## config.mk

```make
export PLATFORM = sky130hd
export DESIGN_NAME = alu_issue_seq
export DESIGN_NICKNAME = d
export VERILOG_FILES = /design/src/rtl/alu_pkg.sv /design/src/rtl/alu_regfile.sv /design/src/rtl/alu_issue_seq.sv
export SDC_FILE = /design/constraint.sdc
export NUM_CORES = 1
export LEC_CHECK = 0
export BUFFER_PORTS_ARGS = -buffer_cell sky130_fd_sc_hd__buf_2
export CAP_MARGIN = 10
export CELL_PAD_IN_SITES_DETAIL_PLACEMENT = 0
export CELL_PAD_IN_SITES_GLOBAL_PLACEMENT = 1
export CORE_MARGIN = 5
export CORE_UTILIZATION = 53
export CTS_CLUSTER_DIAMETER = 150
export DETAILED_ROUTE_END_ITERATION = 6
export GPL_TIMING_DRIVEN = 0
export PLACE_DENSITY = 0.82
export SYNTH_ARGS = -nofsm -noshare
export SYNTH_HDL_FRONTEND = slang
export SYNTH_SLANG_ARGS = --single-unit
```

## constraint.sdc

```tcl
create_clock -name clk -period 6.4 [get_ports clk]
set_clock_uncertainty 0.1 [all_clocks]
set_input_delay 0.32 -clock clk [delete_from_list [all_inputs] [get_ports clk]]
set_output_delay 0.32 -clock clk [all_outputs]
set_load 0.005 [all_outputs]
```

## src/rtl/alu_pkg.sv

```systemverilog
// Shared definitions for the ALU issue sequencer: opcodes, FSM states,
// instruction field positions and small decode helpers.
package alu_pkg;

    localparam logic [3:0] OP_ADD     = 4'd0;
    localparam logic [3:0] OP_SUB     = 4'd1;
    localparam logic [3:0] OP_OR      = 4'd2;
    localparam logic [3:0] OP_AND     = 4'd3;
    localparam logic [3:0] OP_SLT     = 4'd4;
    localparam logic [3:0] OP_SHL     = 4'd5;
    localparam logic [3:0] OP_SHR     = 4'd6;
    localparam logic [3:0] OP_ADDI    = 4'd7;
    localparam logic [3:0] OP_SUBI    = 4'd8;
    localparam logic [3:0] OP_CMP     = 4'd9;
    localparam logic [3:0] OP_NOP_ALU = 4'd15;

    localparam int OPC_MSB = 15;
    localparam int OPC_LSB = 12;
    localparam int RD_MSB  = 11;
    localparam int RD_LSB  = 9;
    localparam int RS_MSB  = 8;
    localparam int RS_LSB  = 6;
    localparam int RT_MSB  = 5;
    localparam int RT_LSB  = 3;
    localparam int IMM_MSB = 3;
    localparam int IMM_LSB = 0;

    typedef enum logic [1:0] {
        ST_IDLE,
        ST_READ,
        ST_EXEC,
        ST_WB
    } state_t;

    function automatic logic is_illegal(input logic [3:0] opc);
        return opc > OP_CMP;
    endfunction

    function automatic logic is_imm(input logic [3:0] opc);
        return (opc == OP_ADDI) || (opc == OP_SUBI);
    endfunction

    function automatic logic writes_back(input logic [3:0] opc);
        return opc < OP_CMP;
    endfunction

    // CMP reuses the subtractor; illegal opcodes select the ALU's zero-output op.
    function automatic logic [3:0] map_op(input logic [3:0] opc);
        if (opc == OP_CMP) begin
            return OP_SUB;
        end else if (is_illegal(opc)) begin
            return OP_NOP_ALU;
        end
        return opc;
    endfunction

endpackage

```

## src/rtl/alu_regfile.sv

```systemverilog
// NREGS x DATA_W register file: two operand read ports, a debug read port and
// one synchronous write port. R0 is hardwired to zero.
module alu_regfile #(
    parameter int DATA_W = 16,
    parameter int NREGS  = 8,
    parameter int REG_AW = $clog2(NREGS)
) (
    input  logic              clk,
    input  logic              rst,
    input  logic              wr_en,
    input  logic [REG_AW-1:0] wr_addr,
    input  logic [DATA_W-1:0] wr_data,
    input  logic [REG_AW-1:0] rd_addr_a,
    output logic [DATA_W-1:0] rd_data_a,
    input  logic [REG_AW-1:0] rd_addr_b,
    output logic [DATA_W-1:0] rd_data_b,
    input  logic [REG_AW-1:0] dbg_addr,
    output logic [DATA_W-1:0] dbg_data
);

    logic [DATA_W-1:0] mem [NREGS];

    always_ff @(posedge clk) begin
        if (rst) begin
            for (int i = 0; i < NREGS; i++) begin
                mem[i] <= '0;
            end
        end else if (wr_en && (wr_addr != '0)) begin
            mem[wr_addr] <= wr_data;
        end
    end

    assign rd_data_a = (rd_addr_a == '0) ? '0 : mem[rd_addr_a];
    assign rd_data_b = (rd_addr_b == '0) ? '0 : mem[rd_addr_b];
    assign dbg_data  = (dbg_addr  == '0) ? '0 : mem[dbg_addr];

endmodule

```

## src/rtl/alu_issue_seq.sv

```systemverilog
// Four-state issue/writeback sequencer feeding a combinational 16-bit ALU,
// one instruction in flight at a time.
module alu_issue_seq
    import alu_pkg::*;
#(
    parameter int DATA_W = 16,
    parameter int NREGS  = 8,
    parameter int REG_AW = $clog2(NREGS)
) (
    input  logic              clk,
    input  logic              rst,
    input  logic              instr_valid,
    output logic              instr_ready,
    input  logic [15:0]       instr,
    output logic [DATA_W-1:0] alu_a,
    output logic [DATA_W-1:0] alu_b,
    output logic [3:0]        alu_op,
    input  logic [DATA_W-1:0] alu_result,
    input  logic              alu_zero,
    output logic              done,
    output logic              illegal,
    output logic              zero_flag,
    input  logic [REG_AW-1:0] dbg_addr,
    output logic [DATA_W-1:0] dbg_data
);

    state_t            state;
    state_t            state_next;
    logic [15:0]       instr_q;
    logic [DATA_W-1:0] res_q;
    logic              zq;
    logic [DATA_W-1:0] rs_data;
    logic [DATA_W-1:0] rt_data;
    logic [3:0]        opcode;
    logic [2:0]        rd;
    logic [2:0]        rs;
    logic [2:0]        rt;
    logic [3:0]        imm4;
    logic              wr_en;

    assign opcode = instr_q[OPC_MSB:OPC_LSB];
    assign rd     = instr_q[RD_MSB:RD_LSB];
    assign rs     = instr_q[RS_MSB:RS_LSB];
    assign rt     = instr_q[RT_MSB:RT_LSB];
    assign imm4   = instr_q[IMM_MSB:IMM_LSB];

    assign instr_ready = (state == ST_IDLE) && !rst;
    assign done        = (state == ST_WB) && !rst;
    assign illegal     = done && is_illegal(opcode);
    assign wr_en       = (state == ST_WB) && writes_back(opcode) && (rd != '0);

    always_ff @(posedge clk) begin
        if (rst) begin
            state <= ST_IDLE;
        end else begin
            state <= state_next;
        end
    end

    always_comb begin
        state_next = state;
        case (state)
            ST_IDLE: if (instr_valid) state_next = ST_READ;
            ST_READ: state_next = ST_EXEC;
            ST_EXEC: state_next = ST_WB;
            ST_WB:   state_next = ST_IDLE;
            default: state_next = ST_IDLE;
        endcase
    end

    // ALU inputs are registered once in READ so they stay stable through EXEC,
    // WB and the following IDLE cycles.
    always_ff @(posedge clk) begin
        if (rst) begin
            instr_q   <= '0;
            alu_a     <= '0;
            alu_b     <= '0;
            alu_op    <= '0;
            res_q     <= '0;
            zq        <= 1'b0;
            zero_flag <= 1'b0;
        end else begin
            if (instr_valid && instr_ready) begin
                instr_q <= instr;
            end
            if (state == ST_READ) begin
                alu_a  <= rs_data;
                alu_b  <= is_imm(opcode) ? {{(DATA_W-4){1'b0}}, imm4} : rt_data;
                alu_op <= map_op(opcode);
            end
            if (state == ST_EXEC) begin
                res_q <= alu_result;
                zq    <= alu_zero;
            end
            if ((state == ST_WB) && (opcode == OP_CMP)) begin
                zero_flag <= zq;
            end
        end
    end

    alu_regfile #(
        .DATA_W (DATA_W),
        .NREGS  (NREGS),
        .REG_AW (REG_AW)
    ) u_regfile (
        .clk       (clk),
        .rst       (rst),
        .wr_en     (wr_en),
        .wr_addr   (rd),
        .wr_data   (res_q),
        .rd_addr_a (rs),
        .rd_data_a (rs_data),
        .rd_addr_b (rt),
        .rd_data_b (rt_data),
        .dbg_addr  (dbg_addr),
        .dbg_data  (dbg_data)
    );

endmodule

```

# After elaboration in Yosys (flattened, before gate mapping)
# Memory sizes are Yosys's and may differ from the RTL's. A register that Yosys moved wholly into a read port is not among the register bits.
# Index checks and enable logic that the tools add are counted.
# totals
in_bits	39
memories	1
reg_bits	72
ramBits	128
elab_cells	59
out_inout_bits	56
# mem_list
memory	words	width	read_ports	rd_clocked_by_memory_dff	wr	line_no	text
u_regfile.mem	8	16	3	2	8	alu_regfile.sv:21	logic [DATA_W-1:0] mem [NREGS];
# classes
n_eq_ne	7
magnitude_cmp	2
mux	25
reduce_logical	16
# op_table
op	count
16-bit 2-to-1 mux	5
16-bit OR reduction	1
3-bit 2-to-1 mux	5
4-bit 2-to-1 mux	3
1-bit 2-to-1 mux	10
3-bit zero test	3
4-bit equality test, second input constant	2
1-bit logical AND	8
2-bit one-hot mux with 4 select lines	1
2-bit equality test, second input constant	2
4-bit by 3-bit equality test with 1-bit output, second input constant	1
4-bit greater-than comparator, second input constant	1
4-bit less-than comparator, second input constant	1
3-bit nonzero test	1
2-bit by 1-bit equality test with 1-bit output, second input constant	1
2-bit zero test	1
2-bit 2-to-1 mux	1
2-bit != test, second input constant	1
1-bit zero test	1
1-bit logical OR	1

# Longest topological paths before layout
# Gate-level depths: netlist of run 1.
# logic_depth
word_depth	9
mapped_depth	8

# Modules after synthesis
# A second synthesis of run 1 with hierarchy kept.
# unflattened
cells_unflattened	874
hier_area_um2	10055.9
# by_module_without_submodules
module	cells_each	n_inst	area_each_um2
alu_regfile	570	1	7208.2
alu_issue_seq	304	1	2847.7

# Worst setup path after synthesis of run 1
# Ideal clock, no wire load.
# synth_timing
kind	reg2reg
start	reg instr_q[13]
end	mem u_regfile.mem[2][0] (enable)
stages_incl_launch_ff	4
arrival_ps	2082
synth_period_minus_slack_ps	2593
path_buffers	0
setup_ps	411
setup_slack_ps	3807
path_cell_list	dfxtp_1 > o31ai_1 > nand3b_1 > o21ai_0
# synth_lines
element	line_no	text
start: declaration	alu_issue_seq.sv:29	logic [15:0] instr_q;
start signal: assignment	alu_issue_seq.sv:84	instr_q <= instr;
end: declaration	alu_regfile.sv:21	

# Worst setup path in the final report of run 1
# layout_timing
start	in dbg_addr[1]
end	out dbg_data[15]
# layout_between
elab_chain_len	2
elab_cells_between_ends	3
classes_between	1 x mux; 1 x reduce/logical; 1 x memory
# layout_rtl
element	line_no	text
start: declaration	alu_issue_seq.sv:23	input logic [REG_AW-1:0] dbg_addr,
memory read 8 x 16 bit or 3-bit zero test (tied branches)	-	
16-bit 2-to-1 mux (*)	alu_regfile.sv:35	assign dbg_data = (dbg_addr == '0) ? '0 : mem[dbg_addr];
end: declaration	alu_issue_seq.sv:24	output logic [DATA_W-1:0] dbg_data
# Every way passes the cells marked *; elsewhere a longest branch is shown, timed or not.

==> flow_summary_export.csv, run 1 <==
group,metric,value,unit
power,leakage,4.72,nW
sta,relSlewSlack,32.9,%
sta,timing.final.ws_setup,3930,ps
synth,synth_top_area_share,37.2,%
layout,num_antenna_cells,0,
place,io_buffer_count,92,
synth,synth_largest_area_cell,"edfxtp_1",
hold_path,min_path_type,"input pin to register",
setup_path,cp-end-kind,"output pin",
setup_path,cp_slowest_cell,"nor2b_1",
sta,post-route-period-util,38.6,%
layout,final_layout_size_suffix_gt1_share,27.9,%
detailed_routing,wl,27600,um
synth,synth-seq-cells,206,
synth,async_flop_share,0,%
power,p_per_area,310,nW/um^2
setup_path,cp_num_buf_inv,3,
sta,max_freq,0.405,GHz
setup_path,ff2ff_path_depth,7,
hold_path,whs_path_depth,4,
run_status,status,"complete, no violations",
setup_path,arrival,2050,ps
synth,synth-main-ff-cell,"edfxtp_1",
layout,fillers,1537,
synth,synth-seq-area-share,52.2,%
floorplanning,core_region_area,19300,um^2
global_routing,antenna_found_initial,0,
sta,holdWs,78.3,ps
floorplanning,row_count,51,
setup_path,critPathMostFrequentCell,"buf_2",
detailed_routing,drtAntennaViolNets,0,
sta,hold_violations,0,
floorplanning,io_pins,95,
place,placed_area,11200,um^2
floorplanning,die_w,150,um
layout,final_cell_area,12400,um^2
setup_path,critPathTopFamily,"buffers and inverters",
layout,num-nets-final,1025,
synth,netlist_top_cells_area,"edfxtp_1 (37%), dfxtp_1 (15%), mux4_2 (11%)",
sta,tightest_slew,1010,ps
hold_path,hold-path-endpoint,"state[1]",
layout,final_util,63.9,%
clock_tree,clk-insertion-delay-late,520,ps
detailed_routing,vias,7254,
detailed_routing,first_pass_iters,5,
clock_tree,clk_path_buf_depth,3,
global_routing,grt_usage,24.9,%
synth,synthTopCellsByCount,"edfxtp_1 (128), and2_1 (113), dfxtp_1 (78)",
setup_path,path_class,"input pin to output pin",
place,dp.cells,1188,
layout,area_growth,19.4,%
power,total_power,3.83,mW
synth,yosys_warnings,0,
setup_path,slowest_delay,480,ps
synth,synth_cell_type_count,47,
clock_tree,htreeDepth,1,
place,hpwlAfterDp,21900,um
synth,synth.most_common_cell,"edfxtp_1",
global_routing,grt_start_max_net_pins,17,
power,vdd_drop_max,226,uV
detailed_routing,remaining_drc_errors,0,
setup_path,crit_chain,"clkbuf_1 > nor2b_1 > buf_2 > a22oi_1 > o21ai_0 > buf_2",
setup_path,crit_required,5980,ps
setup_path,cp-start-kind,"input pin",
clock_tree,cts_buffers,22,
sta,rsz0062_at_grt,"no",
clock_tree,cts.sinks,206,
sta,setup_violations,0,
setup_path,path_max_fanout,10,
setup_path,r2r-end,"alu_a[5]",
floorplanning,die_y,150,um
global_routing,grt_pass1_wl,42100,um
global_routing,grt_pass1_vias,6917,
detailed_routing,viasPerCell,5.75,
hold_path,hold_path.startpoint,"instr_valid",
place,pre_cts_slack,3920,ps
job,max-cap-violations,0,
layout,stdcell_count,1262,
detailed_routing,wl_per_cell,21.9,um
floorplanning,design.die.area,22400,um^2
global_routing,grt-ovfl-total,0,
detailed_routing,drtIter0Drc,713,
setup_path,r2r_start,"state[1]",
sta,period_minus_slack,2470,ps
place,routabilityCongestion,0.983,
clock_tree,cts-root-buf,"clkbuf_16",
synth,synth_cells,810,
sta,tns,0,ps
floorplanning,start_util,53.5,%
synth,syn_area_per_cell,12.8,um^2
sta,drv_slew,0,
clock_tree,clk_pin_slew,60,ps
setup_path,reg2reg_slack,4080,ps
synth,synth-edff-count,128,
clock_tree,cts_tree,"yes",
synth,syn_area,10300,um^2
[flip-flops by register name (all words and copies together), names as in the netlist, 2 cells and up, named ones only]
register       cells
u_regfile.mem    128
alu_a             16
alu_b             16
instr_q           16
res_q             16
alu_op             4
state              2
[worst register-to-register path: cells and delay by family (launching register included)]
family                   cells  cell delay [ps]
AO/OA/AOI/OAI                1               80
adder cells (fa/ha/maj)      1              190
buffers and inverters        3              860
flip-flops                   1              380
AND/OR/NAND/NOR              2              640
[cell usage in the layout (no fill, tap or decap), types with 20 or more instances in the layout]
cell / instances
nand2_1: 56
mux2i_1: 37
buf_2: 107
o21ai_0: 22
dlygate4sd3_1: 33
nor2b_1: 20
nor2_1: 31
edfxtp_1: 128
mux2_2: 57
mux4_2: 49
and2_1: 113
clkbuf_1: 27
dfxtp_1: 78
clkbuf_16: 23
[report_power, final]
group | internal [mW] | switching, mW
clock | 0.795 | 0.529
combinational | 0.406 | 0.436
sequential | 1.54 | 0.125
[cells by family after synthesis]
| family | synth area share, % |
|---|---|
| other cells | 0.0362 |
| flops | 52.2 |
| mux | 22.5 |
| buf+inv | 3.48 |
| simple gates | 12.7 |
| fa+ha+maj | 0.605 |
| compound gates | 8.42 |
[area by class of cell]
class                      instances  area (um^2)  area share, %
inverter                          19         71.3          0.577
timing repair buffer             132          843           6.83
clock buffer                      31          646           5.23
clock inverter                     9          130           1.05
sequential                       206         5410           43.8
tap                              265          332           2.68
buffer                            59          289           2.34
multi-input combinational        541         4640           37.5
[worst max-delay path by stage]
stage                 from                   to  slack [ps]  cells past startpoint
2_1_floorplan  instr_q[13]  u_regfile.mem[2][0]        3810                      3
3_3_place_gp           rst  u_regfile.mem[2][8]        3070                      6
3_5_place_dp           rst  u_regfile.mem[0][7]        3920                      3
4_1_cts           state[1]             alu_a[2]        3970                      6
5_1_grt        dbg_addr[1]         dbg_data[15]        3840                      6
6_report       dbg_addr[1]         dbg_data[15]        3930                      6
[metal layers]
layer / part of all wire [%] / wire length [um] / GRT usage [%]
met5: 0 / 0 / 0
met1: 45 / 12600 / 38.8
met2: 42 / 11700 / 36.4
met3: 10 / 2890 / 5.21
met4: 1.7 / 462 / 4.44
[timing repair]
item	in CTS	in global routing
hold buffers	33	0
setup buffers	0	0
resized for setup	0	0
hold endpoints to repair	39	0
(Power assumes the default switching activity.)
==> inputs of run 2 (changes only) <==
--- a/config.mk
+++ b/config.mk
@@ -10,11 +10,11 @@
 export CELL_PAD_IN_SITES_DETAIL_PLACEMENT = 0
 export CELL_PAD_IN_SITES_GLOBAL_PLACEMENT = 1
 export CORE_MARGIN = 5
-export CORE_UTILIZATION = 53
+export CORE_UTILIZATION = 44
 export CTS_CLUSTER_DIAMETER = 150
 export DETAILED_ROUTE_END_ITERATION = 6
 export GPL_TIMING_DRIVEN = 0
-export PLACE_DENSITY = 0.82
+export PLACE_DENSITY = 0.72
 export SYNTH_ARGS = -nofsm -noshare
 export SYNTH_HDL_FRONTEND = slang
 export SYNTH_SLANG_ARGS = --single-unit
==> constraint.sdc (replaced) <==
create_clock -name clk -period 2.15 [get_ports clk]
set_clock_uncertainty 0.1 [all_clocks]
set_input_delay 0.1075 -clock clk [delete_from_list [all_inputs] [get_ports clk]]
set_output_delay 0.1075 -clock clk [all_outputs]
set_load 0.005 [all_outputs]
==> run 2 against run 1 <==
Compared with the run above:
- via count decreased by 3.2%
- final area increased by 1.6%
- final cell count increased by 4.6%
- critical endpoint unchanged
- non-clock buffer count increased by 2
- worst setup slack got worse by 3900 ps
- hold slack got worse by 64 ps
- critical path depth decreased by 2
- sequential power increased to 3.0 times the previous value
- total power increased to 3.0 times the previous value
- sequential share of layout area decreased by 0.68 points
- highest routed layer unchanged
- first-iteration DRC count decreased by 18%
- global-route usage decreased by 4.5 points
==> flow_summary_export.csv, run 2 (synthesis gave the netlist of run 1 again) <==
group,metric,value,unit
run_status,status,"complete, no violations",
place,io_buffer_count,92,
clock_tree,cts_tree,"yes",
clock_tree,cts.sinks,206,
detailed_routing,first_pass_iters,5,
setup_path,arrival,1890,ps
place,routabilityCongestion,0.861,
detailed_routing,drtIter0Drc,588,
sta,post-route-period-util,97.5,%
clock_tree,clk_pin_slew,60,ps
power,p_seq_share,43.6,%
detailed_routing,wl,27000,um
power,p_switching,3.20,mW
setup_path,cp-end-kind,"output pin",
layout,mostFrequentLayoutCells,"edfxtp_1 (128), and2_1 (113), buf_2 (107), dfxtp_1 (78), mux2_2 (57)",
floorplanning,design.die.area,26700,um^2
power,p_per_area,903,nW/um^2
clock_tree,cts_buffers,23,
setup_path,cp_slowest_cell,"mux4_2",
setup_path,slowest_delay,490,ps
floorplanning,row_count,56,
global_routing,antenna_found_initial,0,
global_routing,grt_pass1_wl,41900,um
layout,layout_commonest_cell,"edfxtp_1",
sta,period_minus_slack,2100,ps
clock_tree,cts-root-buf,"clkbuf_16",
setup_path,crit_required,1940,ps
power,vdd_drop_max,542,uV
layout,num_antenna_cells,0,
layout,multiInputGateArea,4750,um^2
clock_tree,clk_path_buf_depth,3,
place,placed_area,11300,um^2
layout,regArea,5410,um^2
global_routing,grt_pass1_vias,6912,
layout,final_cell_area,12500,um^2
sta,setup_violations,0,
job,max-cap-violations,0,
layout,final_layout_size_suffix_gt1_share,29.8,%
global_routing,grt_usage,20.4,%
sta,timing.final.ws_setup,54.0,ps
power,p_sw_share,28.2,%
floorplanning,die_w,163,um
hold_path,min_path_type,"input pin to register",
layout,fillers,1983,
layout,largest_reg_flops,128,
clock_tree,clk-insertion-delay-late,510,ps
setup_path,crit_chain,"mux4_2 > nand2_1 > o21ai_0 > buf_2",
detailed_routing,drtAntennaViolNets,0,
floorplanning,io_pins,95,
power,internal_power,8.13,mW
detailed_routing,remaining_drc_errors,0,
floorplanning,core_region_area,23300,um^2
detailed_routing,wl_per_cell,20.5,um
detailed_routing,vias,7023,
sta,tightest_slew,856,ps
place,hpwlAfterDp,21200,um
floorplanning,start_util,44.3,%
global_routing,grt-ovfl-total,0,
sta,max_freq,0.477,GHz
power,power_frac_comb,22.4,%
layout,area_growth,21.3,%
sta,relSlewSlack,42.9,%
clock_tree,htreeDepth,1,
setup_path,path_max_fanout,3,
sta,hold_violations,0,
power,pwr-share-clk,33.9,%
setup_path,path_class,"register to output pin",
layout,num-nets-final,1029,
global_routing,grt_start_max_net_pins,17,
place,pre_cts_slack,-230,ps
floorplanning,die_y,163,um
sta,drv_slew,0,
setup_path,cp-start-kind,"register",
layout,regMostFlops,"u_regfile.mem",
detailed_routing,viasPerCell,5.32,
power,total_power,11.3,mW
power,leakage,4.76,nW
## run 2: metrics by stage
stage          hold slack, ps  util [%]  std cells  TNS, ps
4_1_cts                 0.718      53.2       1314    -7870
2_1_floorplan             116         -        825    -1580
5_1_grt                  32.3      53.8       1320    -2.96
6_report                 14.8      53.8       1320        0
3_5_place_dp              209      48.4       1240   -12140
3_3_place_gp              202      48.3       1236   -43140
## run 2: cell type report
class                   instances  area share [%]
plain buffers                  58            2.31
well taps                     319            3.18
flip-flops and latches        206            43.1
repair buffers                135            7.02
multi-input cells             542            37.8
inverters                      19           0.568
clock inverters                 4           0.219
clock buffers                  37            5.78
## run 2: repair_timing
action	in CTS	in global routing
cloned	0	1
endpoints found under the hold margin	41	0
pin swaps	0	4
buffers inserted	0	5
gates resized for setup	6	22
hold buffers	34	0
endpoints found under the setup margin	111	193
## run 2: worst max-delay path: cells and delay by family (launching register included)
kind | cells | cell delay [ps]
muxes | 1 | 490
DFF | 1 | 470
buffers and inverters | 1 | 190
AOI/OAI and AO/OA | 1 | 170
and+or+nand+nor | 1 | 70
## run 2: power groups by stage
stage / clock (mW) / sequential, mW / combinational [mW]
floorplan: 0 / 4.89 / 1.76
global placement: 0 / 5.01 / 2.44
detailed placement: 0 / 5.01 / 2.46
CTS: 3.92 / 4.94 / 2.53
global route: 4.06 / 5.01 / 2.79
finish: 3.84 / 4.95 / 2.54
## run 2: worst paths after layout
| kind | start | to | slack, ps | cells after the start |
|---|---|---|---|---|
| worst max-delay path | u_regfile.mem[7][15] | dbg_data[15] | 50 | 4 |
| worst min-delay path | rst | alu_b[4] | 10 | 3 |
| worst max register to register | register | alu_b[13] | 150 | 4 |
| worst min register to register | alu_a[2] | alu_a[2] | 350 | 2 |
## run 2: layer usage
layer,vias to the layer above,global-route usage [%],share of wire [%]
met2,259,30.5,43
met1,3348,31.5,48
met4,0,4.73,1.8
li1,3380,-,-
met3,36,3.08,7.0
met5,-,0,0
